$ cat src/rtl/radar_pkg.sv
// radar_pkg: shared types and constants for the radar display datapath
package radar_pkg;
  typedef enum logic [1:0] {IDLE, CONV, LOAD} state_t;
  localparam int DIST_W = 11;
  localparam int DIGITS = 4;
  localparam logic [6:0] SEG_BLANK = 7'b0000000;
  localparam logic [6:0] SEG_ZERO = 7'b1111110;
  // Leading-zero blanking: a digit is dark when it and every digit above it are zero
  function automatic logic [3:0] blank_mask(input logic [15:0] v);
    return {v[15:12] == 4'd0, v[15:8] == 8'd0, v[15:4] == 12'd0, 1'b0};
  endfunction
endpackage

$ cat src/rtl/distance_display_mux_if.sv
// distance_display_mux_if: distance input and multiplexed display outputs
interface distance_display_mux_if;
  import radar_pkg::*;
  logic dist_valid;
  logic [DIST_W-1:0] dist_cm;
  logic busy;
  logic [15:0] bcd;
  logic [6:0] seg_out;
  logic [3:0] dig_en;
  modport master(output dist_valid, dist_cm, input busy, bcd, seg_out, dig_en);
  modport slave(input dist_valid, dist_cm, output busy, bcd, seg_out, dig_en);
endinterface

$ cat src/rtl/seg7.sv
// seg7: BCD digit to active-high {a..g} segment pattern
import radar_pkg::*;
module seg7 (
  input  logic [3:0] d,
  output logic [6:0] seg
);
  always_comb begin
    seg = SEG_ZERO;
    case (d)
      4'd1: seg = 7'b0110000;
      4'd2: seg = 7'b1101101;
      4'd3: seg = 7'b1111001;
      4'd4: seg = 7'b0110011;
      4'd5: seg = 7'b1011011;
      4'd6: seg = 7'b1011111;
      4'd7: seg = 7'b1110000;
      4'd8: seg = 7'b1111111;
      4'd9: seg = 7'b1111011;
      default: seg = SEG_ZERO;
    endcase
  end
endmodule

$ cat src/rtl/distance_display_mux.sv
// distance_display_mux: sequential binary-to-BCD conversion feeding a scanned 4-digit 7-segment display
import radar_pkg::*;
module distance_display_mux #(
  parameter int CLK_HZ = 27000000,
  parameter int SCAN_DIV = 27000
) (
  input logic clk,
  input logic rst,
  distance_display_mux_if.slave io
);
  localparam int CW = $clog2(SCAN_DIV);
  if (SCAN_DIV < 2 || SCAN_DIV > CLK_HZ) begin : g_bad_scan_div
    $error("SCAN_DIV must be at least 2 and no larger than CLK_HZ");
  end
  state_t state, state_nxt;
  logic [DIST_W-1:0] sh;
  logic [15:0] acc, acc_adj, bcd;
  logic [3:0] it, blank, dig_en;
  logic busy;
  logic [CW-1:0] ref_cnt;
  logic [1:0] idx, idx_nxt;
  logic wrap;
  logic [6:0] glyph, seg_out;
  assign io.busy = busy;
  assign io.bcd = bcd;
  assign io.seg_out = seg_out;
  assign io.dig_en = dig_en;
  always_ff @(posedge clk or posedge rst)
    if (rst) state <= IDLE;
    else state <= state_nxt;
  always_comb begin
    state_nxt = state == IDLE ? (io.dist_valid ? CONV : IDLE)
              : state == CONV ? (it == 4'(DIST_W - 1) ? LOAD : CONV)
              : IDLE;
    acc_adj = acc;
    for (int i = 0; i < DIGITS; i++)
      acc_adj[4*i +: 4] = acc[4*i +: 4] >= 4'd5 ? acc[4*i +: 4] + 4'd3 : acc[4*i +: 4];
  end
  always_ff @(posedge clk or posedge rst) begin
    if (rst) begin
      sh <= '0;
      acc <= '0;
      it <= '0;
      busy <= 1'b0;
      bcd <= '0;
      blank <= 4'b1110;
    end else begin
      busy <= state_nxt != IDLE;
      if (state == IDLE && io.dist_valid) begin
        sh <= io.dist_cm;
        acc <= '0;
        it <= '0;
      end else if (state == CONV) begin
        {acc, sh} <= {acc_adj, sh} << 1;
        it <= it + 4'd1;
      end else if (state == LOAD) begin
        bcd <= acc;
        blank <= blank_mask(acc);
      end
    end
  end
  // Segments are computed from the slot about to be shown so they switch with dig_en
  assign wrap = ref_cnt == CW'(SCAN_DIV - 1);
  assign idx_nxt = wrap ? idx + 2'd1 : idx;
  seg7 u_seg7 (.d(bcd[{idx_nxt, 2'b00} +: 4]), .seg(glyph));
  always_ff @(posedge clk or posedge rst) begin
    if (rst) begin
      ref_cnt <= '0;
      idx <= '0;
      dig_en <= 4'b0001;
      seg_out <= SEG_ZERO;
    end else begin
      ref_cnt <= wrap ? '0 : ref_cnt + CW'(1);
      idx <= idx_nxt;
      dig_en <= 4'(1) << idx_nxt;
      seg_out <= blank[idx_nxt] ? SEG_BLANK : glyph;
    end
  end
endmodule

$ cat src/flat_wrapper.sv
// flat-port wrapper written by rule: the top's interface ports become plain ports
module distance_display_mux_flat 
#(
  parameter int CLK_HZ = 27000000,
  parameter int SCAN_DIV = 27000
)
  (clk, rst, io_dist_valid, io_dist_cm, io_busy, io_bcd, io_seg_out, io_dig_en);
  distance_display_mux_if io_i ();
  input logic clk;
  input logic rst;
  input wire logic [$bits(io_i.dist_valid)-1:0] io_dist_valid;
  input wire logic [$bits(io_i.dist_cm)-1:0] io_dist_cm;
  output wire logic [$bits(io_i.busy)-1:0] io_busy;
  output wire logic [$bits(io_i.bcd)-1:0] io_bcd;
  output wire logic [$bits(io_i.seg_out)-1:0] io_seg_out;
  output wire logic [$bits(io_i.dig_en)-1:0] io_dig_en;
  assign io_i.dist_valid = io_dist_valid;
  assign io_i.dist_cm = io_dist_cm;
  assign io_busy = io_i.busy;
  assign io_bcd = io_i.bcd;
  assign io_seg_out = io_i.seg_out;
  assign io_dig_en = io_i.dig_en;
  distance_display_mux #(.CLK_HZ(CLK_HZ), .SCAN_DIV(SCAN_DIV)) u_core (.clk(clk), .rst(rst), .io(io_i));
endmodule
$ cat config.mk
export PLATFORM = sky130hd
export DESIGN_NAME = distance_display_mux_flat
export DESIGN_NICKNAME = d
export VERILOG_FILES = /design/src/rtl/radar_pkg.sv /design/src/rtl/distance_display_mux_if.sv /design/src/rtl/seg7.sv /design/src/rtl/distance_display_mux.sv /design/src/flat_wrapper.sv
export SDC_FILE = /design/constraint.sdc
export NUM_CORES = 1
export LEC_CHECK = 0
export ABC_CLOCK_PERIOD_IN_PS = 2950
export CAP_MARGIN = 5
export CORE_MARGIN = 2
export CORE_UTILIZATION = 53
export CTS_BUF_LIST = sky130_fd_sc_hd__clkbuf_8
export DETAILED_ROUTE_END_ITERATION = 10
export GPL_TIMING_DRIVEN = 0
export PLACE_DENSITY = 0.78
export SLEW_MARGIN = 15
export SYNTH_ARGS = -nofsm -noshare
export SYNTH_HDL_FRONTEND = slang
export SYNTH_HIERARCHICAL = 1
export SYNTH_SLANG_ARGS = --single-unit
$ cat constraint.sdc
create_clock -name clk -period 2.95 [get_ports clk]
set_input_delay 0.295 -clock clk [delete_from_list [all_inputs] [get_ports clk]]
set_output_delay 0.295 -clock clk [all_outputs]
set_load 0.02 [all_outputs]
==> results.yml, run 1 <==
yosys:
  synth-main-ff-cell: "dfrtp_1"
  syn_area_sq_um: 4190
  ys_seq_elements: 81
  syn_avg_cell_area_sq_um: 9.98
  ys_top_cells_by_area: "dfrtp_1 (42%), dfstp_2 (6.3%), ha_1 (5.7%), nand2_1 (5.3%), o21ai_0 (4.2%)"
  yosys-top-cells-count: "dfrtp_1 (71), nand2_1 (59), o21ai_0 (35)"
  synth_nets: 453
  ys_seq_area_share_pct: 48.7
  syn_inst: 420
  ys_types: 48
  synth.most_common_cell: "dfrtp_1"
  synth_top_cell_by_area: "dfrtp_1"
  ys_async_sr_fraction_pct: 100
  ys_warn_count: 6
  synthDominantCellAreaShare_pct: 42.4
  synth_enable_flop_cells: 0
clock_tree:
  cts_htree_levels: 3
  cts_tree: "yes"
  numCtsBuffers: 9
  cts.clk_slew.worst_paths_ns: 0.08
  clk_path_buf_depth: 2
  cts_hold_buffers: 0
  clock_sinks: 81
  clkLatencyLatePin_ns: 0.35
  root_buffer: "clkbuf_8"
setup_path:
  max_stage_delay_ns: 0.40
  r2r-end: "u_core/io.seg_out[1]$_DFF_PP1_"
  start_kind: "flip-flop"
  path_cells: "ha_4 > nand4bb_4 > nor4_4 > buf_4 > mux2_4 > a211oi_4 > inv_2 > ha_2 > nor2b_2 > or3b_1 > inv_1 > nor3_2"
  r2r_cells: 12
  slowest_stage: "dfrtp_1"
  cp.required_ns: 3.21
  arrival_ns: 3.09
  cp_max_fo: 5
  critPathCaptureType: "flip-flop"
  worstSetupPathType: "flip-flop to flip-flop"
  reg2reg_slack_ns: 0.12
  cp-startpoint: "u_core/ref_cnt[1]$_DFF_PP0_"
  reg2reg_from: "u_core/ref_cnt[1]$_DFF_PP0_"
timing:
  worstMarginPinSlew_ns: 0.863
  hold_viol: 0
  finalMaxSlewViolations: 0
  max_slew_margin_pct: 42.3
  layout_setup_ws_ns: 0.118
  setup_tns_ns: 0
  period_minus_slack_ns: 2.83
  fmaxAchievable_mhz: 353
  clock_skew_ns: 0.00984
  post-route-period-util_pct: 96.0
  setup_viol: 0
placement:
  dp_slack_ns: -0.400
  post-dp-hpwl_microns: 6270
  dp_cells: 564
  place.gp.congestion: 0.845
  port_buffers: 41
detailed_routing:
  drc: 0
  vias: 3227
  ant_nets: 0
  avgRoutedWirePerCell_microns: 15.0
  routed_wl_microns: 8860
  viasPerCell: 5.47
  drtIter0Drc: 142
  drt_pass1_iterations: 4
floorplan:
  io_pins: 42
  die_h_microns: 92.9
  fp.dieW_microns: 92.9
  die_area_sq_um: 8630
  coreArea_sq_um: 7690
  rows: 32
  initial_core_util_pct: 54.5
final_layout:
  drive_gt1_share_pct: 17.0
  synthToLayoutAreaGrowth_pct: 21.7
  nets: 516
  stdcell_count: 590
  antennaDiodeCount: 0
  final_core_util_pct: 66.4
global_route:
  grt_pass1_vias: 3161
  grt_max_degree: 57
  track_usage_pct: 21.5
  antenna_found_initial: 0
  grt_pass1_wl_microns: 14800
  grt_overflow: 0
power_and_ir_drop:
  p_per_area_nw_per_um2: 897
  leakage_uw: 0.00224
  peakVddDrop_uv: 576
hold_path:
  hp-class: "input port to async pin"
job:
  drv_cap: 0
outcome:
  status: "finished clean"
[flip-flops by register name, summed over array words and instances, names as in the netlist]
register           count
u_core/io.bcd         16
u_core/state           2
u_core/acc            16
u_core/io.busy         1
u_core/sh             11
u_core/it              4
u_core/ref_cnt        15
u_core/blank           3
u_core/io.seg_out      7
u_core/io.dig_en       4
u_core/idx             2
[worst max path at each step]
stage / slack [ns] / endpoint / depth (start not counted)
floorplan: 0.004 / u_core/io.seg_out[1]$_DFF_PP1_ / 11
global placement: -0.58 / u_core/sh[0]$_DFFE_PP0P_ / 2
detailed placement: -0.40 / u_core/io.seg_out[1]$_DFF_PP1_ / 12
CTS: 0.01 / u_core/io.seg_out[1]$_DFF_PP1_ / 12
global route: -0.05 / u_core/io.seg_out[1]$_DFF_PP1_ / 10
finish: 0.12 / u_core/io.seg_out[1]$_DFF_PP1_ / 12
[worst max-delay path: cells and delay by family, from the launching register on]
family,cells,cell delay (ns)
AO/OA/AOI/OAI,1,0.26
adder cells (fa/ha/maj),2,0.38
buffers and inverters,3,0.37
flip-flops,1,0.40
multiplexers,1,0.32
AND/OR/NAND/NOR,5,1.01
[cells by family after synthesis]
logic type	synth area share, %
AND/OR/NAND/NOR	20.6
adder cells (fa/ha/maj)	5.67
flip-flops	48.7
multiplexers	7.38
XOR/XNOR	3.73
buffers and inverters	4.45
AO/OA/AOI/OAI	9.50
[report_power, final]
part	leakage (uW)	internal (uW)	total, uW	switching [uW]
Clock	0.0000860	296	689	392
Sequential	0.00100	1500	1830	332
Combinational	0.00115	959	2050	1090
Total	0.00224	2760	4570	1820
[layout by cell type (no fill, tap or decap), drive strengths merged, types with 2 or more instances in the layout]
master | Yosys | layout
a211oi | 3 | 3
and2 | 3 | 3
o21ai | 35 | 35
xnor2 | 11 | 11
nor3 | 19 | 19
mux4 | 2 | 2
clkinvlp | 0 | 2
clkbuf | 14 | 22
nand3b | 4 | 4
nor2b | 4 | 4
inv | 24 | 25
xor2 | 6 | 6
ha | 19 | 19
dfstp | 10 | 10
dfrtp | 71 | 71
nand3 | 20 | 20
or3 | 3 | 3
mux2 | 16 | 16
nand4 | 5 | 5
nand2b | 12 | 12
buf | 7 | 19
clkinv | 0 | 4
clkdlybuf4s50 | 0 | 41
nor3b | 4 | 4
nor2 | 22 | 22
a22oi | 10 | 10
nand2 | 59 | 59
o2bb2ai | 3 | 3
mux2i | 8 | 8
nor4 | 4 | 4
a21o | 2 | 2
a21oi | 9 | 9
[final cells by class]
class	count	area [sq um]
fillers	617	2590
multi-input cells	294	2060
flip-flops and latches	81	2040
repair buffers	53	524
well taps	102	128
clock buffers	9	124
inverters	24	92.6
plain buffers	20	88.8
clock inverters	7	38.8
[per-stage QoR]
| stage | instance area [sq um] | power [uW] | hold slack (ns) |
|---|---|---|---|
| 2_1_floorplan | 4200 | 3110 | 0.412 |
| 3_3_place_gp | 4730 | 3710 | 0.460 |
| 3_5_place_dp | 4760 | 3820 | 0.462 |
| 4_1_cts | 4970 | 4550 | 0.264 |
| 5_1_grt | 5100 | 4930 | 0.285 |
| 6_report | 5100 | 4570 | 0.266 |
[what timing repair did]
item,in CTS,in global routing
buffers inserted,3,8
pin swaps,2,6
hold endpoints to repair,0,0
endpoints found under the setup margin,6,7
gates resized for setup,4,18
[layer usage]
metal  vias to the layer above  track usage, %  wire length (microns)
met4                         0            5.39                    102
met2                        66            37.3                   4570
met5                         -               0                      0
met1                      1582            27.8                   3860
met3                        13            4.23                    320
li1                       1566               -                      -
Power figures use the tool's default switching activity.
==> inputs of run 2 (changes only) <==
--- a/config.mk
+++ b/config.mk
@@ -6,11 +6,12 @@
 export NUM_CORES = 1
 export LEC_CHECK = 0
 export ABC_CLOCK_PERIOD_IN_PS = 2950
-export CAP_MARGIN = 5
+export CAP_MARGIN = 25
 export CORE_MARGIN = 2
 export CORE_UTILIZATION = 53
 export CTS_BUF_LIST = sky130_fd_sc_hd__clkbuf_8
 export DETAILED_ROUTE_END_ITERATION = 10
+export GPL_ROUTABILITY_DRIVEN = 0
 export GPL_TIMING_DRIVEN = 0
 export PLACE_DENSITY = 0.78
 export SLEW_MARGIN = 15
==> results of run 2 <==
No change in the layout: final DEF, timing and power equal those of run 1.
